[src/rtl/fb_pkg.sv]
// Shared frame-buffer types and constants: frame geometry, queued write
// entry, grant encoding and clear-sequencer states.
package fb_pkg;

  localparam int unsigned FB_ADDR_BITS = 17;
  localparam int unsigned FB_BYTES     = 120000;
  localparam int unsigned FB_WORDS     = (FB_BYTES + 3) / 4;

  typedef struct packed {
    logic [FB_ADDR_BITS-1:0] addr;
    logic [7:0]              data;
  } fb_wr_t;

  typedef enum logic [1:0] {
    GNT_NONE,
    GNT_READ,
    GNT_CLEAR,
    GNT_WRITE
  } fb_gnt_e;

  typedef enum logic {
    CLR_IDLE,
    CLR_BUSY
  } fb_clr_state_e;

  // Single-byte write enable for the lane selected by the low address bits.
  function automatic logic [3:0] lane_we(input logic [1:0] lane);
    return 4'b0001 << lane;
  endfunction

endpackage

[src/rtl/latency.sv]
// Fixed-depth delay line with synchronous reset; DEPTH of 0 is a wire.
module latency #(
  parameter int unsigned WIDTH = 1,
  parameter int unsigned DEPTH = 1
) (
  input  logic             clk,
  input  logic             rst,
  input  logic [WIDTH-1:0] din,
  output logic [WIDTH-1:0] dout
);

  generate
    if (DEPTH == 0) begin : g_bypass
      assign dout = din;
    end else begin : g_pipe
      logic [WIDTH-1:0] stage [DEPTH];

      // Shift the input through DEPTH registers.
      always_ff @(posedge clk) begin
        if (rst) begin
          for (int unsigned i = 0; i < DEPTH; i++) stage[i] <= '0;
        end else begin
          stage[0] <= din;
          for (int unsigned i = 1; i < DEPTH; i++) stage[i] <= stage[i-1];
        end
      end

      assign dout = stage[DEPTH-1];
    end
  endgenerate

endmodule

[src/rtl/sync_fifo.sv]
// Synchronous FIFO with full/empty flags. A pop in the same cycle frees a
// slot, so a push into a full FIFO is accepted when it pops together.
module sync_fifo #(
  parameter int unsigned WIDTH      = 8,
  parameter int unsigned DEPTH_LOG2 = 2
) (
  input  logic             clk,
  input  logic             rst,
  input  logic             push,
  input  logic [WIDTH-1:0] push_data,
  output logic             full,
  input  logic             pop,
  output logic [WIDTH-1:0] pop_data,
  output logic             empty
);

  localparam int unsigned DEPTH = 1 << DEPTH_LOG2;

  logic [WIDTH-1:0]    mem [DEPTH];
  logic [DEPTH_LOG2:0] wr_ptr;
  logic [DEPTH_LOG2:0] rd_ptr;
  logic                do_push;
  logic                do_pop;

  assign empty    = (wr_ptr == rd_ptr);
  assign full     = (wr_ptr[DEPTH_LOG2] != rd_ptr[DEPTH_LOG2]) &&
                    (wr_ptr[DEPTH_LOG2-1:0] == rd_ptr[DEPTH_LOG2-1:0]);
  assign do_pop   = pop && !empty;
  assign do_push  = push && (!full || do_pop);
  assign pop_data = mem[rd_ptr[DEPTH_LOG2-1:0]];

  // Pointer update; the extra MSB distinguishes full from empty.
  always_ff @(posedge clk) begin
    if (rst) begin
      wr_ptr <= '0;
      rd_ptr <= '0;
    end else begin
      if (do_push) wr_ptr <= wr_ptr + 1'b1;
      if (do_pop)  rd_ptr <= rd_ptr + 1'b1;
    end
  end

  // Storage write; contents need no reset since the pointers gate reads.
  always_ff @(posedge clk) begin
    if (do_push) mem[wr_ptr[DEPTH_LOG2-1:0]] <= push_data;
  end

endmodule

[src/rtl/fb_port_arbiter.sv]
// Frame-buffer BRAM port arbiter: scanout reads first, then the frame-clear
// sequencer, then the queued pixel writes. One access per cycle.
// Optional FB_ARB_STATS_EN adds committed-write and stall counters.
module fb_port_arbiter #(
  parameter int unsigned BUFFER_ADDR_BITS          = 17,
  parameter int unsigned FB_BYTES                  = 120000,
  parameter int unsigned FIFO_DEPTH_LOG2           = 2,
  parameter int unsigned FRAME_BUFFER_READ_LATENCY = 1
) (
  input  logic                        clk,
  input  logic                        rst,
  input  logic                        rd_valid,
  input  logic [BUFFER_ADDR_BITS-1:0] rd_addr,
  output logic [7:0]                  rd_byte,
  output logic                        rd_byte_valid,
  input  logic                        wr_valid,
  output logic                        wr_ready,
  input  logic [BUFFER_ADDR_BITS-1:0] wr_addr,
  input  logic [7:0]                  wr_data,
  input  logic                        clear_start,
  input  logic [7:0]                  clear_color,
  output logic                        clear_busy,
  output logic                        clear_done,
  output logic [31:0]                 buffer_addr,
  output logic [31:0]                 buffer_din,
  input  logic [31:0]                 buffer_dout,
  output logic                        buffer_en,
  output logic                        buffer_rst,
  output logic [3:0]                  buffer_we
`ifdef FB_ARB_STATS_EN
  ,
  output logic [31:0]                 stat_writes,
  output logic [31:0]                 stat_stall_cycles
`endif
);

  import fb_pkg::*;

  localparam int unsigned     PTR_W     = BUFFER_ADDR_BITS - 2;
  localparam int unsigned     CLR_WORDS = (FB_BYTES + 3) / 4;
  localparam logic [PTR_W-1:0] CLR_LAST = PTR_W'(CLR_WORDS - 1);
  localparam int unsigned     WR_W      = $bits(fb_wr_t);

  fb_gnt_e          gnt;
  fb_clr_state_e    clr_state;
  fb_clr_state_e    clr_state_nxt;
  logic             clr_last_word;
  logic [PTR_W-1:0] clr_ptr;
  logic [7:0]       clr_colour;

  fb_wr_t           fifo_in;
  fb_wr_t           fifo_out;
  logic [WR_W-1:0]  fifo_out_bits;
  logic             fifo_full;
  logic             fifo_empty;
  logic             fifo_push;
  logic             fifo_pop;

  logic [2:0]       rd_pipe_out;

  assign buffer_rst = 1'b0;
  assign clear_busy = (clr_state == CLR_BUSY);

  // Per-cycle grant: read beats clear beats queued write; nothing in reset.
  always_comb begin
    gnt = GNT_NONE;
    if (rst)               gnt = GNT_NONE;
    else if (rd_valid)     gnt = GNT_READ;
    else if (clear_busy)   gnt = GNT_CLEAR;
    else if (!fifo_empty)  gnt = GNT_WRITE;
  end

  // Write queue: a pop in this cycle makes room for a push when full.
  assign fifo_pop      = (gnt == GNT_WRITE);
  assign wr_ready      = !rst && (!fifo_full || fifo_pop);
  assign fifo_push     = wr_valid && wr_ready;
  assign fifo_in.addr  = FB_ADDR_BITS'(wr_addr);
  assign fifo_in.data  = wr_data;
  assign fifo_out      = fb_wr_t'(fifo_out_bits);

  sync_fifo #(
    .WIDTH      (WR_W),
    .DEPTH_LOG2 (FIFO_DEPTH_LOG2)
  ) u_wr_fifo (
    .clk       (clk),
    .rst       (rst),
    .push      (fifo_push),
    .push_data (fifo_in),
    .full      (fifo_full),
    .pop       (fifo_pop),
    .pop_data  (fifo_out_bits),
    .empty     (fifo_empty)
  );

  // BRAM port drive from the current grant.
  always_comb begin
    buffer_addr = '0;
    buffer_din  = '0;
    buffer_we   = '0;
    buffer_en   = 1'b0;
    case (gnt)
      GNT_READ: begin
        buffer_en   = 1'b1;
        buffer_addr = 32'(rd_addr);
      end
      GNT_CLEAR: begin
        buffer_en   = 1'b1;
        buffer_we   = '1;
        buffer_addr = 32'({clr_ptr, 2'b00});
        buffer_din  = {4{clr_colour}};
      end
      GNT_WRITE: begin
        buffer_en   = 1'b1;
        buffer_we   = lane_we(fifo_out.addr[1:0]);
        buffer_addr = 32'(fifo_out.addr);
        buffer_din  = {4{fifo_out.data}};
      end
      default: ;
    endcase
  end

  // Clear sequencer state register.
  always_ff @(posedge clk) begin
    if (rst) clr_state <= CLR_IDLE;
    else     clr_state <= clr_state_nxt;
  end

  // Clear sequencer next state; leaves CLR_BUSY once the last word is granted.
  always_comb begin
    clr_state_nxt = clr_state;
    clr_last_word = 1'b0;
    case (clr_state)
      CLR_IDLE: if (clear_start) clr_state_nxt = CLR_BUSY;
      CLR_BUSY: begin
        if (gnt == GNT_CLEAR && clr_ptr == CLR_LAST) begin
          clr_state_nxt = CLR_IDLE;
          clr_last_word = 1'b1;
        end
      end
      default: clr_state_nxt = CLR_IDLE;
    endcase
  end

  // Clear datapath: colour latch, word pointer and the done pulse.
  always_ff @(posedge clk) begin
    if (rst) begin
      clr_ptr    <= '0;
      clr_colour <= '0;
      clear_done <= 1'b0;
    end else begin
      clear_done <= clr_last_word;
      if (clr_state == CLR_IDLE && clear_start) begin
        clr_ptr    <= '0;
        clr_colour <= clear_color;
      end else if (gnt == GNT_CLEAR) begin
        clr_ptr <= clr_ptr + 1'b1;
      end
    end
  end

  latency #(
    .WIDTH (3),
    .DEPTH (FRAME_BUFFER_READ_LATENCY)
  ) u_rd_lat (
    .clk  (clk),
    .rst  (rst),
    .din  ({gnt == GNT_READ, rd_addr[1:0]}),
    .dout (rd_pipe_out)
  );

  assign rd_byte_valid = rd_pipe_out[2];
  assign rd_byte       = rd_pipe_out[2] ? buffer_dout[{rd_pipe_out[1:0], 3'b000} +: 8] : '0;

`ifdef FB_ARB_STATS_EN
  // Saturating counters of committed writes and denied non-empty cycles.
  always_ff @(posedge clk) begin
    if (rst) begin
      stat_writes       <= '0;
      stat_stall_cycles <= '0;
    end else begin
      if (gnt == GNT_WRITE && stat_writes != '1)
        stat_writes <= stat_writes + 32'd1;
      if (!fifo_empty && gnt != GNT_WRITE && stat_stall_cycles != '1)
        stat_stall_cycles <= stat_stall_cycles + 32'd1;
    end
  end
`endif

endmodule

[config.mk]
export PLATFORM = sky130hd
export DESIGN_NAME = fb_port_arbiter
export DESIGN_NICKNAME = d
export VERILOG_FILES = /design/src/rtl/fb_pkg.sv /design/src/rtl/latency.sv /design/src/rtl/sync_fifo.sv /design/src/rtl/fb_port_arbiter.sv
export SDC_FILE = /design/constraint.sdc
export NUM_CORES = 1
export LEC_CHECK = 0
export BUFFER_PORTS_ARGS = -buffer_cell sky130_fd_sc_hd__clkbuf_2
export CELL_PAD_IN_SITES_DETAIL_PLACEMENT = 0
export CELL_PAD_IN_SITES_GLOBAL_PLACEMENT = 1
export CORE_UTILIZATION = 28
export CTS_CLUSTER_SIZE = 8
export DETAILED_ROUTE_END_ITERATION = 16
export GPL_ROUTABILITY_DRIVEN = 0
export GPL_TIMING_DRIVEN = 0
export PLACE_DENSITY_LB_ADDON = 0.1
export SLEW_MARGIN = 0
export SYNTH_ARGS = -nofsm -noshare
export SYNTH_HDL_FRONTEND = slang
export SYNTH_SLANG_ARGS = --single-unit
[constraint.sdc]
create_clock -name clk -period 2.2 [get_ports clk]
set_input_delay 0.22 -clock clk [delete_from_list [all_inputs] [get_ports clk]]
set_output_delay 0.22 -clock clk [all_outputs]
set_load 0.01 [all_outputs]
==> results_dict.tcl, run 1 <==
set metrics [dict create \
    crit_required_ns 1.98 \
    synth.top_cell.area_share_pct 48.2 \
    synth-async-reset-ratio_pct 0 \
    power.leakage_nw 3.40 \
    die-area_sq_um 22800 \
    crit_path_start_kind "flop" \
    worst-path-stages 6 \
    avgSynthCellArea_sq_um 13.1 \
    hold_path.class "in2reg" \
    reg2reg_from "clear_busy$_SDFF_PP0_" \
    clkTransAtPathRegs_ns 0.06 \
    synth_area_leaders "edfxtp_1 48%, mux4_2 12%, dfxtp_1 12%, buf_4 4.8%, a21oi_1 3.6%" \
    powerDensity_nw_per_um2 741 \
    core-area_sq_um 21800 \
    cts_htree_levels 4 \
    clock_path_buffers 2 \
    crit_chain "buf_8 -> buf_12 -> mux4_2 -> a22o_1 -> buf_4 -> buf_6" \
    synth_top_area_cell "edfxtp_1" \
    dieWidth_um 151 \
    irDropWorstVdd_mv 0.602 \
    worst_skew_pair.late_latency_ns 0.42 \
    dp_hpwl_um 11800 \
    grt_start_max_net_pins 27 \
    synthCells 475 \
    area_growth_pct 42.9 \
    crit_end "buffer_din[16]" \
    multi_input_area_sq_um 2440 \
    critPathBufInv 4 \
    drive_gt1_share_pct 50.7 \
    period_minus_slack_ns 2.28 \
    grt_overflow_total 0 \
    num_vias 4381 \
    wirelength_um 16500 \
    max_freq_ghz 0.438 \
    nets 771 \
    cts_tree "done" \
    max_cap_violations 0 \
    max_slew_margin_pct 56.8 \
    reg2reg_depth 4 \
    drv_slew 0 \
    r2r_slack_ns 0.24 \
    synth_cell_types 39 \
    wire_per_inst_um 17.0 \
    synth_area_sq_um 6230 \
    period_share_pct 104 \
    synth_most_common_cell "edfxtp_1" \
    finClkSkew_ns 0.0123 \
    grt_pass1_vias 4354 \
    initial_core_util_pct 28.5 \
    nFillCells 2099 \
    pin_count 169 \
    slowest_delay_ns 0.56 \
    io_buffers 152 \
    first_pass_iters 4 \
    ys_top_cells_by_count "100 x edfxtp_1, 45 x a21oi_1, 40 x buf_4, 37 x nand2_1, 36 x dfxtp_1" \
    place_area_sq_um 7400 \
    cts_inserted_buffers 17 \
    final_cell_area_sq_um 8900 \
    grt_setup_unrepaired "true" \
    grt_first_pass_wirelength_um 24500 \
    cts.sinks 136 \
    setup_viol 29 \
    register_area_sq_um 3740 \
    via_per_inst 4.52 \
    r2r_end "u_wr_fifo.mem[2][15]$_DFFE_PP_" \
    violations "setup timing" \
    hold_viol_final 0 \
    crit_family "multiplexers" \
    synthFlopType "edfxtp_1" \
    slowest_stage "mux4_2" \
    outcome "finished with violations" \
    arrival_ns 2.06 \
    antenna_found_initial 0 \
    p_total_mw 6.60 \
    fp.dieH_um 151 \
    route.detailed.drc 0 \
    setup_ws_ns -0.0835 \
    worstMarginPinSlew_ns 0.647 \
    drt_iter0_markers 190 \
    cp_max_fo 8 \
    crit_type "reg2out" \
    cp-end-kind "output port" \
    track_usage_pct 14.8 \
    diodes 0 \
    ant_nets 0 \
    hold_buffers 0 \
    yosys_register_bits 136 \
    root_buffer "clkbuf_16" \
    seq_area_frac_synth_pct 59.8 \
    rows 54 \
    synth-edff-count 100 \
    yosysWarnings 0 \
]
metrics by stage:
stage / setup TNS [ns] / std cells / util, % / setup WS [ns] / hold WS [ns]
finish: -1.46 / 970 / 40.8 / -0.0835 / 0.0164
global route: -4.62 / 970 / 40.8 / -0.161 / 0.00336
CTS: -18.48 / 965 / 39.2 / -0.191 / 0.00709
detailed placement: -32.66 / 922 / 33.9 / -0.296 / 0.444
global placement: -82.96 / 922 / 33.9 / -0.836 / 0.436
floorplan: 0 / 490 / - / 0.0159 / 0.319
flip-flops by register name (all words and copies together) (netlist names), named ones only:
| name | flops |
|---|---|
| u_wr_fifo.wr_ptr | 3 |
| u_wr_fifo.mem | 100 |
| clear_done | 1 |
| clear_busy | 1 |
| u_wr_fifo.rd_ptr | 3 |
| u_rd_lat.g_pipe.stage | 3 |
| clr_colour | 8 |
| clr_ptr | 15 |
timing repair:
action | 4_1_cts | 5_1_grt
setup buffers | 12 | 4
gates cloned | 2 | 1
pin swaps | 13 | 11
gates resized for setup | 106 | 83
setup endpoints to repair | 154 | 151
area by class of cell:
class                      count  share of cell area, %
timing repair buffer         171                   13.0
clock buffer                  18                   4.82
multi-input combinational    270                   27.4
inverter                      18                  0.759
sequential                   136                   42.0
clock inverter                13                   1.94
buffer                        64                   6.13
tap                          280                   3.94
where the power goes:
part	switching (mW)	total (mW)	internal [mW]	leakage [nW]
clock network	1.11	2.90	1.79	0.297
registers	0.0306	2.85	2.82	1.21
logic	0.419	0.841	0.422	1.90
worst min path at each step:
stage	from	endpoint	slack, ns	cells past startpoint
3_3_place_gp	wr_addr[8]	u_wr_fifo.mem[0][16]$_DFFE_PP_	0.44	1
5_1_grt	wr_addr[15]	u_wr_fifo.mem[3][23]$_DFFE_PP_	0.003	1
4_1_cts	wr_addr[14]	u_wr_fifo.mem[3][22]$_DFFE_PP_	0.007	1
3_5_place_dp	wr_addr[14]	u_wr_fifo.mem[3][22]$_DFFE_PP_	0.44	1
6_report	wr_addr[15]	u_wr_fifo.mem[0][23]$_DFFE_PP_	0.02	1
2_1_floorplan	wr_data[0]	u_wr_fifo.mem[0][0]$_DFFE_PP_	0.32	0
kinds of logic after synthesis:
logic type,Yosys count,synth area share (%)
compound gates,68,6.51
xor+xnor,14,1.97
fa+ha+maj,6,1.21
buf+inv,84,7.77
flops,136,59.8
mux,35,12.3
other cells,1,0.0602
simple gates,131,10.5
cell usage in the layout (no fill, tap or decap), types with 3 or more instances in the layout:
cell	synthesis	final
clkbuf_2	0	122
edfxtp_1	100	100
buf_6	1	50
a21oi_1	45	45
buf_4	40	36
nand2_1	37	34
mux4_2	33	33
dfxtp_1	36	27
inv_1	18	18
clkbuf_16	0	18
nor2_1	30	17
conb_1	1	16
nor2_4	0	12
clkbuf_1	16	11
xnor2_1	13	10
and2_1	13	9
nor3_1	17	8
a22o_4	0	7
dfxtp_2	0	7
ha_1	6	6
nor3_2	0	5
buf_2	9	5
nand4_1	5	5
nand3_1	5	5
clkinv_4	0	5
buf_12	0	4
nor3_4	0	4
nor2b_1	4	4
nand2b_1	5	4
and2_4	0	4
or3_1	4	4
clkbuf_4	0	3
buf_8	0	3
nand2_2	0	3
o21ai_0	6	3
bufinv_16	0	3
worst register-to-register path, cell delays in order (launching register included):
cell     delay [ns]
dfxtp_4        0.36
or2_4          0.26
buf_4          0.15
a41oi_2        0.31
and2_4         0.52
routing by layer:
metal / GRT usage, % / vias up / part of all wire (%)
li1: - / 2100 / -
met2: 25.6 / 123 / 52
met3: 2.95 / 15 / 4.3
met5: 0 / - / 0
met4: 5.50 / 0 / 1.4
met1: 18.2 / 2143 / 43
No activity file was read; power rests on OpenSTA's default activity.
==> run 2: changes to the inputs <==
--- a/config.mk
+++ b/config.mk
@@ -13,7 +13,7 @@
 export DETAILED_ROUTE_END_ITERATION = 16
 export GPL_ROUTABILITY_DRIVEN = 0
 export GPL_TIMING_DRIVEN = 0
-export PLACE_DENSITY_LB_ADDON = 0.1
+export PLACE_DENSITY_LB_ADDON = 0.12
 export SLEW_MARGIN = 0
 export SYNTH_ARGS = -nofsm -noshare
 export SYNTH_HDL_FRONTEND = slang
==> run 2 against run 1 <==
Net effect: the flow still finishes with violations (setup timing); sequential power about the same; cell area down 2.1%; combinational power down 4.0%; non-clock buffer count down 2; die area unchanged; clock power down 10%; final cell count down 0.21%; routed wire length down 0.96%; worst setup slack better by 0.0057 ns; largest cell class unchanged.
==> results_dict.tcl, run 2 (synthesized netlist as in run 1, its figures left out) <==
set metrics [dict create \
    hold_viol_final 0 \
    crit_required_ns 1.98 \
    num_vias 4355 \
    period_minus_slack_ns 2.28 \
    pin_count 169 \
    area_growth_pct 39.9 \
    clkTransAtPathRegs_ns 0.06 \
    dp_hpwl_um 11800 \
    max_slew_margin_pct 61.1 \
    wire_per_inst_um 16.9 \
    max_cap_violations 0 \
    antenna_found_initial 0 \
    violations "setup timing" \
    r2r_slack_ns 0.16 \
    clock_path_buffers 2 \
    rows 54 \
    cts_tree "done" \
    drv_slew 0 \
    outcome "finished with violations" \
    die-area_sq_um 22800 \
    final_cell_area_sq_um 8720 \
    max_freq_ghz 0.439 \
    hold_depth 1 \
    mostFrequentLayoutCells "117 x clkbuf_2, 100 x edfxtp_1, 53 x buf_6" \
    wirelength_um 16400 \
    arrival_ns 2.06 \
    period_share_pct 104 \
    initial_core_util_pct 28.5 \
    cts.sinks 136 \
    place_area_sq_um 7400 \
    worstMarginPinSlew_ns 0.578 \
    nets 769 \
    placed_cells 922 \
    fin_cells 968 \
    cp-end-kind "output port" \
    power.leakage_nw 3.35 \
    dp_slack_ns -0.328 \
    layout_commonest_cell "clkbuf_2" \
    nFillCells 2140 \
    cp_max_fo 6 \
    cts_htree_levels 4 \
    reg2reg_from "u_wr_fifo.wr_ptr[1]$_SDFFE_PP0P_" \
    reg2reg_depth 5 \
    via_per_inst 4.50 \
    finalSetupTns_ns -1.46 \
    crit_path_start_kind "flop" \
    irDropWorstVdd_mv 0.466 \
    dieWidth_um 151 \
    p_total_mw 6.26 \
    hold_path.class "in2reg" \
    grt_start_max_net_pins 27 \
    worst_skew_pair.late_latency_ns 0.41 \
    powerDensity_nw_per_um2 718 \
    fp.dieH_um 151 \
    setup_ws_ns -0.0778 \
    setup_viol 31 \
    first_pass_iters 5 \
    drive_gt1_share_pct 49.0 \
    crit_end "buffer_din[27]" \
    largest_register_ffs 100 \
    drt_iter0_markers 146 \
    crit_type "reg2out" \
    track_usage_pct 14.7 \
    grt_pass1_vias 4357 \
    grt_setup_unrepaired "true" \
    grt_first_pass_wirelength_um 24300 \
    root_buffer "clkbuf_16" \
    r2r_end "u_wr_fifo.mem[3][15]$_DFFE_PP_" \
    cts_inserted_buffers 17 \
    finClkSkew_ns 0.0104 \
    hold_buffers 0 \
    diodes 0 \
    io_buffers 152 \
    ant_nets 0 \
    final_util_pct 39.9 \
    route.detailed.drc 0 \
    hold_slack_ns 0.0268 \
    core-area_sq_um 21800 \
    grt_overflow_total 0 \
]
==> run 2: layer usage <==
| layer | up-vias | part of all wire (%) | global-route usage (%) | routed length (um) |
|---|---|---|---|---|
| met3 | 13 | 5.2 | 3.28 | 847 |
| met5 | - | 0 | 0 | 0 |
| met4 | 0 | 1.1 | 4.85 | 188 |
| li1 | 2107 | - | - | - |
| met2 | 119 | 51 | 25.8 | 8330 |
| met1 | 2116 | 43 | 17.8 | 7010 |
==> run 2: timing repair <==
| action | 4_1_cts | 5_1_grt |
|---|---|---|
| setup buffers | 12 | 4 |
| cloned | 2 | 0 |
| endpoints found under the setup margin | 154 | 152 |
| resized for setup | 87 | 84 |
| pin swaps | 7 | 13 |
| endpoints found under the hold margin | 0 | 0 |
==> run 2: final cells by class <==
cell class                      count  area, sq um  share of cell area, %
Buffer                             64          557                   6.39
Clock buffer                       17          425                   4.88
Tap cell                          280          350                   4.02
Multi-Input combinational cell    270         2360                   27.0
Inverter                           18         67.6                  0.775
Timing Repair Buffer              169         1110                   12.8
Clock inverter                     14          110                   1.26
Sequential cell                   136         3740                   42.9
==> run 2: worst max-delay path, stage by stage (launching register included) <==
cell and delay, ns:
dfxtp_2 0.33, buf_8 0.14, buf_12 0.13, mux4_2 0.55
a22o_4 0.27, buf_6 0.12, buf_6 0.11
==> run 2: where the power goes <==
part           leakage (nW)  switching, mW  internal (mW)
registers              1.21         0.0319           2.82
logic                  1.89          0.400          0.407
clock network         0.254           1.14           1.46
==> run 2: worst min-delay path by stage <==
stage	start	endpoint	slack, ns
6_report	wr_data[7]	u_wr_fifo.mem[2][7]$_DFFE_PP_	0.03
5_1_grt	wr_addr[9]	u_wr_fifo.mem[2][17]$_DFFE_PP_	0.01
4_1_cts	wr_addr[9]	u_wr_fifo.mem[2][17]$_DFFE_PP_	0.008
3_5_place_dp	wr_data[7]	u_wr_fifo.mem[2][7]$_DFFE_PP_	0.44
3_3_place_gp	wr_data[7]	u_wr_fifo.mem[3][7]$_DFFE_PP_	0.43
2_1_floorplan	wr_data[0]	u_wr_fifo.mem[0][0]$_DFFE_PP_	0.32
==> run 3: changes to the inputs <==
--- a/config.mk
+++ b/config.mk
@@ -12,9 +12,8 @@
 export CTS_CLUSTER_SIZE = 8
 export DETAILED_ROUTE_END_ITERATION = 16
 export GPL_ROUTABILITY_DRIVEN = 0
-export GPL_TIMING_DRIVEN = 0
 export PLACE_DENSITY_LB_ADDON = 0.12
-export SLEW_MARGIN = 0
+export SLEW_MARGIN = 20
 export SYNTH_ARGS = -nofsm -noshare
 export SYNTH_HDL_FRONTEND = slang
 export SYNTH_SLANG_ARGS = --single-unit
==> constraint.sdc (replaced) <==
create_clock -name clk -period 2.2 [get_ports clk]
set_input_delay 0.55 -clock clk [delete_from_list [all_inputs] [get_ports clk]]
set_output_delay 0.55 -clock clk [all_outputs]
set_load 0.01 [all_outputs]
==> run 3 against run 2 <==
Net effect: the run still ends with setup timing left; core utilization down 0.45 points; critical path depth fell by 2; sequential share of layout area increased by 0.46 points; die area did not move; fmax shrank 9.8%; combinational power fell by 2.6%; clock skew up 0.0046 ns; register-to-register slack gained 0.18 ns; worst setup slack worse by 0.25 ns; non-clock buffer count decreased by 16; global-route usage shrank 0.70 points; critical endpoint is now buffer_we[0]; largest cell class unchanged.
==> results_dict.tcl, run 3 (synthesized netlist as in run 1, its figures left out) <==
set metrics [dict create \
    outcome "finished with violations" \
    violations "setup timing" \
    grt_start_max_net_pins 22 \
    track_usage_pct 14.0 \
    final_util_pct 39.5 \
    initial_core_util_pct 28.5 \
    cts_htree_levels 4 \
    cts_inserted_buffers 17 \
    clkTransAtPathRegs_ns 0.06 \
    setup_viol 59 \
    dp_slack_ns -0.189 \
    route.detailed.drc 0 \
    setup_ws_ns -0.327 \
    via_per_inst 4.49 \
    layout_commonest_cell "clkbuf_2" \
    area_growth_pct 38.4 \
    drv_slew 0 \
    ant_nets 0 \
    cp-end-kind "output port" \
    diodes 0 \
    core-area_sq_um 21800 \
    final_cell_area_sq_um 8620 \
    period_minus_slack_ns 2.53 \
    grt_pass1_vias 4305 \
    hold_path.class "in2reg" \
    grt_setup_unrepaired "true" \
    crit_path_start_kind "flop" \
    hold_viol_final 0 \
    switching_share_pct 24.3 \
    clock_path_buffers 2 \
    wirelength_um 15600 \
    antenna_found_initial 0 \
    irDropWorstVdd_mv 0.452 \
    crit_type "reg2out" \
    powerDensity_nw_per_um2 738 \
    pin_count 169 \
    hold_slack_ns 0.351 \
    largest_register_ffs 100 \
    p_int_mw 4.81 \
    drive_gt1_share_pct 49.6 \
    nets 753 \
    p_switching_mw 1.55 \
    max_cap_violations 0 \
    cts.sinks 136 \
    die-area_sq_um 22800 \
    p_total_mw 6.36 \
    wire_per_inst_um 16.4 \
    arrival_ns 1.98 \
    dieWidth_um 151 \
    clkPwrFrac_pct 42.8 \
    root_buffer "clkbuf_16" \
    power.leakage_nw 3.31 \
    p_seq_share_pct 44.8 \
    fp.dieH_um 151 \
    finalSetupTns_ns -13.84 \
    grt_overflow_total 0 \
    crit_required_ns 1.65 \
    cp_max_fo 6 \
    first_pass_iters 4 \
    max_freq_ghz 0.396 \
    place_area_sq_um 7510 \
    drt_iter0_markers 142 \
    rows 54 \
    finClkSkew_ns 0.0149 \
    mostFrequentLayoutCells "110 x clkbuf_2, 100 x edfxtp_1, 51 x buf_4" \
    cts_tree "done" \
    worst_skew_pair.late_latency_ns 0.42 \
    dp_hpwl_um 11500 \
    comb_power_share_pct 12.4 \
    placed_cells 911 \
    fin_cells 953 \
    io_buffers 152 \
    period_share_pct 115 \
    num_vias 4279 \
    grt_first_pass_wirelength_um 23200 \
]
run 3: final cells by class:
type | count | area [sq um]
flip-flops and latches | 136 | 3740
multi-input cells | 270 | 2270
clock inverters | 14 | 140
repair buffers | 217 | 1630
well taps | 280 | 350
fillers | 2101 | 13200
inverters | 18 | 67.6
clock buffers | 18 | 429
run 3: timing repair:
action                                  4_1_cts  5_1_grt
buffers inserted                              5        4
gates cloned                                  0        1
pin swaps                                     3       14
gates resized for setup                      29      108
hold buffers                                  0        0
endpoints found under the hold margin         0        0
endpoints found under the setup margin       62       62
run 3: final timing paths:
kind | start | slack (ns) | cells after the start | to
worst min-delay path | wr_addr[9] | 0.35 | 1 | u_wr_fifo.mem[2][17]$_DFFE_PP_
worst max register to register | clear_busy$_SDFF_PP0_ | 0.34 | 7 | clear_busy$_SDFF_PP0_
worst max-delay path | flop | -0.33 | 4 | buffer_we[0]
worst min register to register | clr_colour[0]$_SDFFE_PP0P_ | 0.47 | 2 | clr_colour[0]$_SDFFE_PP0P_
run 3: per-layer routing:
layer / share of wire, % / vias to the layer above / global-route usage [%]
met5: 0 / - / 0
met4: 1.0 / 0 / 5.25
met3: 5.2 / 12 / 3.64
met2: 51 / 117 / 23.8
met1: 43 / 2092 / 17.0
li1: - / 2058 / -
run 3: worst max-delay path: stages (launching register included):
cell and delay [ns]:
dfxtp_4 0.40, mux4_2 0.56, nand2b_4 0.18, o31ai_4 0.26
buf_2 0.17
run 3: power by group through the flow:
stage | Sequential [mW] | Combinational [mW] | Clock [mW]
after floorplan | 2.90 | 0.388 | 0
after global placement | 2.90 | 0.678 | 0
after detailed placement | 2.91 | 0.684 | 0
after CTS | 2.85 | 0.714 | 2.81
after global routing | 2.86 | 0.859 | 2.89
final | 2.85 | 0.786 | 2.72
